[src/rtl/playseq_preview_controller.sv]
// PlaySeq preview sequencer: walks the sequence RAM from address 0 to the latched limit,
// showing each pattern for T_ACESO cycles followed by a T_APAGADO dark gap.
module playseq_preview_controller #(
  parameter int T_ACESO   = 500,
  parameter int T_APAGADO = 250,
  parameter int W_TIMER   = 10
) (
  input  logic       clock,
  input  logic       reset,
  input  logic       iniciar,
  input  logic       abortar,
  input  logic [3:0] limite,
  input  logic [3:0] dado_memoria,
  output logic [3:0] endereco,
  output logic [3:0] leds,
  output logic       ocupado,
  output logic       pronto,
  output logic [3:0] db_estado
);

  typedef enum logic [3:0] {
    OCIOSO  = 4'h0,
    CARREGA = 4'h1,
    ACESO   = 4'h2,
    APAGADO = 4'h3,
    FIM     = 4'hF
  } state_t;

  localparam logic [W_TIMER-1:0] ACESO_LAST   = W_TIMER'(T_ACESO - 1);
  localparam logic [W_TIMER-1:0] APAGADO_LAST = W_TIMER'(T_APAGADO - 1);

  state_t               state, state_n;
  logic [3:0]           endereco_n, leds_n, lim_reg, lim_n;
  logic [W_TIMER-1:0]   timer, timer_n;

  always_ff @(posedge clock) begin
    if (reset) begin
      state    <= OCIOSO;
      endereco <= '0;
      leds     <= '0;
      timer    <= '0;
      lim_reg  <= '0;
    end else begin
      state    <= state_n;
      endereco <= endereco_n;
      leds     <= leds_n;
      timer    <= timer_n;
      lim_reg  <= lim_n;
    end
  end

  always_comb begin
    state_n    = state;
    endereco_n = endereco;
    leds_n     = leds;
    timer_n    = timer;
    lim_n      = lim_reg;
    case (state)
      OCIOSO: begin
        leds_n = '0;
        if (iniciar) begin
          lim_n      = limite;
          endereco_n = '0;
          timer_n    = '0;
          state_n    = CARREGA;
        end
      end
      // One cycle spent here lets the RAM settle on the new address.
      CARREGA: begin
        leds_n  = dado_memoria;
        timer_n = '0;
        state_n = ACESO;
      end
      ACESO: begin
        if (timer == ACESO_LAST) begin
          leds_n  = '0;
          timer_n = '0;
          state_n = APAGADO;
        end else begin
          timer_n = timer + 1'b1;
        end
      end
      APAGADO: begin
        if (timer == APAGADO_LAST) begin
          timer_n = '0;
          if (endereco == lim_reg) begin
            state_n = FIM;
          end else begin
            endereco_n = endereco + 1'b1;
            state_n    = CARREGA;
          end
        end else begin
          timer_n = timer + 1'b1;
        end
      end
      FIM:     state_n = OCIOSO;
      default: state_n = OCIOSO;
    endcase

    // Abort overrides everything; in OCIOSO it only suppresses a simultaneous start.
    if (abortar) begin
      state_n = OCIOSO;
      leds_n  = '0;
      lim_n   = lim_reg;
      if (state != OCIOSO) begin
        endereco_n = '0;
        timer_n    = '0;
      end else begin
        endereco_n = endereco;
        timer_n    = timer;
      end
    end
  end

  assign pronto    = (state == FIM);
  assign ocupado   = (state != OCIOSO);
  assign db_estado = state;

endmodule

[config.mk]
export PLATFORM = sky130hd
export DESIGN_NAME = playseq_preview_controller
export DESIGN_NICKNAME = d
export VERILOG_FILES = /design/src/rtl/playseq_preview_controller.sv
export SDC_FILE = /design/constraint.sdc
export NUM_CORES = 1
export LEC_CHECK = 0
export BUFFER_PORTS_ARGS = -buffer_cell sky130_fd_sc_hd__buf_4
export CAP_MARGIN = 20
export CORE_MARGIN = 2
export CORE_UTILIZATION = 49
export CTS_BUF_LIST = sky130_fd_sc_hd__clkbuf_16
export DETAILED_ROUTE_END_ITERATION = 10
export PLACE_DENSITY = 0.75
export SYNTH_ARGS = -nofsm -noshare
export SYNTH_HDL_FRONTEND = slang
export SYNTH_SLANG_ARGS = --single-unit
[constraint.sdc]
create_clock -name clock -period 1.9 [get_ports clock]
set_clock_uncertainty 0.1 [all_clocks]
set_input_delay 0.38 -clock clock [delete_from_list [all_inputs] [get_ports clock]]
set_output_delay 0.38 -clock clock [all_outputs]
set_load 0.03 [all_outputs]
# After elaboration in Yosys (flattened, before gate mapping)
# Cells that the tools add are included.
[totals]
out_inout_bits = 14
register_bits = 26
[classes]
addsub = 2
muxes = 19
bitwise_logic = 1
n_eq_ne = 14
reduce_logical = 11
[op_table]
columns = ["op", "n"]
rows = [
  ["10-bit two-way mux", 5],
  ["4-bit two-way mux", 10],
  ["10-bit one-hot mux with 4 select lines", 1],
  ["4-bit one-hot mux with 4 select lines", 1],
  ["4-bit one-hot mux with 3 select lines", 1],
  ["10-bit by 1-bit adder with 10-bit output, second input constant", 1],
  ["10-bit by 8-bit == test with 1-bit output, second input constant", 1],
  ["10-bit by 9-bit == test with 1-bit output, second input constant", 1],
  ["3-bit != test, second input constant", 3],
  ["3-bit AND reduction", 3],
  ["4-bit by 2-bit == test with 1-bit output, second input constant", 2],
  ["4-bit one-hot mux with 2 select lines", 1],
  ["2-bit != test, second input constant", 3],
  ["3-bit nonzero test", 2],
  ["5-bit AND reduction", 1],
  ["5-bit nonzero test", 1],
  ["4-bit by 1-bit adder with 4-bit output, second input constant", 1],
  ["4-bit by 1-bit == test with 1-bit output, second input constant", 1],
  ["4-bit == test", 1],
  ["4-bit == test, second input constant", 1],
  ["4-bit zero test", 1],
  ["4-bit nonzero test", 1],
  ["2-bit by 1-bit != test with 1-bit output, second input constant", 1],
  ["2-bit AND reduction", 1],
  ["other kinds (2)", 2],
]

# Logic depth before layout (Yosys ltp)
[logic_depth]
depth_word = 5
mapped_depth = 8
depth_no_buf = 7

# Least setup slack after synthesis
# Ideal clock, no wire load.
[synth_timing]
kind = "reg2reg"
startpoint = "register state[0] (netlist: db_estado[0])"
endpoint = "register endereco[2]"
setup_slack_ns = -0.097
period_less_slack_ns = 1.997
arrival_time_ns = 1.762
setup_ns = 0.135
t_required_ns = 1.665
stages_incl_launch_ff = 7
cell_sequence = "dfxtp_1 -> or3_1 -> nand2b_1 -> clkbuf_1 -> and4b_1 -> o21ai_0 -> o31ai_1"
[synth_between]
elab_chain_len = 3
[synth_rtl]
columns = ["element", "line_no", "source"]
rows = [
  ["from (decl)", "32", "state_t state, state_n;"],
  ["from (signal assigned)", "44", "state <= state_n;"],
  ["4-bit nonzero test", "-", ""],
  ["named net ocupado", "16", "output logic ocupado,"],
  ["2-bit by 1-bit != test with 1-bit output (no source line)", "-", ""],
  ["5-bit AND reduction (no source line)", "-", ""],
  ["to (signal assigned)", "45", "endereco <= endereco_n;"],
  ["to (decl)", "14", "output logic [3:0] endereco,"],
]
# The timed path passes the listed nets, and every way through them passes these cells.
# A chain may end at the register's enable or synchronous reset.

# Worst setup path after layout
[layout_timing]
startpoint = "register state[0] (netlist: db_estado[0])"
endpoint = "output pronto"
[layout_between]
elab_chain_len = 1
[layout_rtl]
columns = ["element", "line_no", "source"]
rows = [
  ["4-bit == test", "115", "assign pronto = (state == FIM);"],
  ["to (decl)", "17", "output logic pronto,"],
]
# Every way passes these cells.

==> metrics.json <==
{
  "clock_tree": {
    "clk_pin_slew_ns": 0.06,
    "cts.sink_count": 25,
    "clock_buffer_count_from_cts": 3,
    "cts_tree": "yes",
    "clk_root_buffer_cell": "sky130_fd_sc_hd__clkbuf_16",
    "cts_setup_buffers": 0,
    "ctsHtreeMaxLevel": 1,
    "worst_skew_pair.late_latency_ns": 0.25,
    "cts_buffer_depth": 2
  },
  "die": {
    "floorplan.rows": 19,
    "initial_utilization": 0.511,
    "top_level_ports": 26,
    "dieArea_um2": 3260,
    "die_w_um": 57.1,
    "design.core.area_um2": 2710,
    "die_height_um": 57.1
  },
  "final_layout": {
    "diodes": 0,
    "top_reg_by_flops": "timer",
    "fin_util": 0.636,
    "area_growth_pct": 24.5,
    "num-nets-final": 212,
    "num-fill-cells": 236,
    "layout.area.seq_um2": 505,
    "layout.cells.most_common_list": "sky130_fd_sc_hd__buf_4 (32), sky130_fd_sc_hd__dfxtp_1 (23), sky130_fd_sc_hd__nand2_1 (16)",
    "layout_commonest_cell": "sky130_fd_sc_hd__buf_4",
    "multi_input_gate_area_in_the_final_layout_um2": 841,
    "number_of_flip_flops_in_the_largest_register": 10,
    "ratio_of_cells_with_drive_above_1_in_the_final_layout": 0.224
  },
  "detailed_routing": {
    "post_drt_wl_per_cell_um": 13.6,
    "routed-via-count": 1309,
    "drc": 0,
    "finalWirelength_um": 3090,
    "detailedRoute.firstIterationViolations": 74,
    "drtAntennaViolNets": 0,
    "drt_pre_antenna_iters": 4,
    "detail_route.vias_per_cell": 5.77
  },
  "logic_synthesis": {
    "synth_cells": 170,
    "flops_latches_synth": 25,
    "synth-edff-count": 0,
    "netlist-cell-type-count": 38,
    "postSynthNetCount": 185,
    "share_of_the_synthesized_area_in_the_top_cell_type": 0.362,
    "synth_warnings": 0,
    "ys_top_cells_by_area": "sky130_fd_sc_hd__dfxtp_1 (36%), sky130_fd_sc_hd__nand2_1 (4.3%), sky130_fd_sc_hd__nor2_1 (4.1%)",
    "yosys_most_used_dff": "sky130_fd_sc_hd__dfxtp_1",
    "ys_seq_area_frac": 0.362,
    "ys_async_sr_fraction": 0,
    "syn-cell-area_um2": 1380,
    "mean_post_synth_cell_area_um2": 8.14,
    "synthDominantAreaCellType": "sky130_fd_sc_hd__dfxtp_1"
  },
  "timing": {
    "timing_hold_violations_final": 0,
    "finalSetupTns_ns": 0,
    "finalMaxSlewViolations": 0,
    "grt_setup_unrepaired": "false",
    "worst_slew_pin_slew_ns": 0.546,
    "relative_slew_slack": 0.635,
    "post-route-period-util": 0.933,
    "finalCriticalPeriod_ns": 1.77,
    "layout_setup_ws_ns": 0.127,
    "max_freq_ghz": 0.564,
    "finalSetupViolCount": 0
  },
  "outcome": {
    "run_status": "finished clean"
  },
  "grt": {
    "first_global_vias": 1207,
    "gr-total-overflow": 0,
    "grt_antenna_before_repair": 0,
    "grt_first_pass_wirelength_um": 5270,
    "grt_max_degree": 14,
    "global_route.usage.total": 0.202
  },
  "power": {
    "p_per_area_nw_per_um2": 642,
    "static-leakage-power_nw": 0.710,
    "vdd_ir_drop_max_mv": 0.589
  },
  "place": {
    "place.gp.congestion": 0.878,
    "dp_slack_ns": 0.0781,
    "hpwlAfterDp_um": 2290,
    "io_buffers": 25
  },
  "setup_path": {
    "worst_ep_required_time_ns": 1.42,
    "cp-start-kind": "register",
    "timing_worst_setup_path_type": "reg -> out",
    "crit_path_end_kind": "output pin",
    "crit_fanout": 12,
    "critical_path_arrival_ns": 1.29
  },
  "worst_hold_path": {
    "worst_hold_path_type": "in -> reg"
  },
  "run": {
    "max_cap_violations": 0
  }
}
==> metrics by stage <==
stage | total power (W) | instances | hold WS (ns) | area (um^2)
floorplan | 0.000620 | 170 | 0.357 | 1390
global placement | 0.000663 | 223 | 0.402 | 1630
detailed placement | 0.000667 | 223 | 0.416 | 1630
CTS | 0.00112 | 227 | 0.255 | 1710
global route | 0.00115 | 227 | 0.262 | 1720
finish | 0.00111 | 227 | 0.254 | 1720
==> where the power goes <==
part | internal, W | switching, W | leakage (nW)
Combinational | 0.0000534 | 0.0000624 | 0.465
Sequential | 0.000530 | 0.00000893 | 0.203
Clock | 0.000281 | 0.000170 | 0.0423
==> synth_stat cells (all sizes together), types with 2 or more instances <==
cell type	instances
inv	2
o31ai	2
or3	2
buf	4
xnor2	5
nand4	2
ha	3
nor4	3
and3	6
o21ai	9
and2	2
clkbuf	7
nand2b	3
nand2	16
nor2	15
and3b	4
nand3b	3
nand3	11
mux2i	5
dfxtp	25
nor2b	3
a31oi	7
nor3	8
a21o	2
a21oi	6
a22oi	6
==> layer usage <==
metal	vias to the layer above	track usage	part of all wire
met3	4	0.0272	0.045
met1	602	0.267	0.48
met2	37	0.337	0.46
met4	0	0.0731	0.0084
li1	666	-	-
met5	-	0	0
==> critical path, stage by stage, from the launching register on <==
cell                      delay [ns]
sky130_fd_sc_hd__dfxtp_1        0.55
sky130_fd_sc_hd__buf_4          0.20
sky130_fd_sc_hd__and3_1         0.14
sky130_fd_sc_hd__buf_4          0.15
==> final cells by class <==
type                       count  share of cell area
clock buffer                   3              0.0436
clock inverter                 1             0.00218
inverter                       2             0.00436
multi-input combinational    132               0.488
sequential                    25               0.293
tap                           31              0.0225
timing repair buffer          33               0.146
==> what timing repair did <==
item	4_1_cts	5_1_grt
hold buffers	0	0
setup endpoints to repair	0	12
resized for setup	0	6
==> cell families (layout without fill, tap and decap cells) <==
| family | after synthesis | in the layout | share of synthesized area |
|---|---|---|---|
| compound gates | 36 | 36 | 0.177 |
| xor+xnor | 6 | 6 | 0.0380 |
| fa+ha+maj | 3 | 3 | 0.0271 |
| buf+inv | 13 | 39 | 0.0407 |
| flops | 25 | 25 | 0.362 |
| mux | 5 | 5 | 0.0362 |
| simple gates | 82 | 82 | 0.319 |
==> worst paths after layout <==
check	start	end	slack, ns	cells past startpoint
hold / removal	limite[0]	lim_reg[0]	0.25	3
setup / recovery	db_estado[0]	pronto	0.13	3
hold reg to reg	lim_reg[0]	lim_reg[0]	0.43	2
setup reg to reg	timer[1]	timer[8]	0.14	7
(Power assumes the default switching activity.)
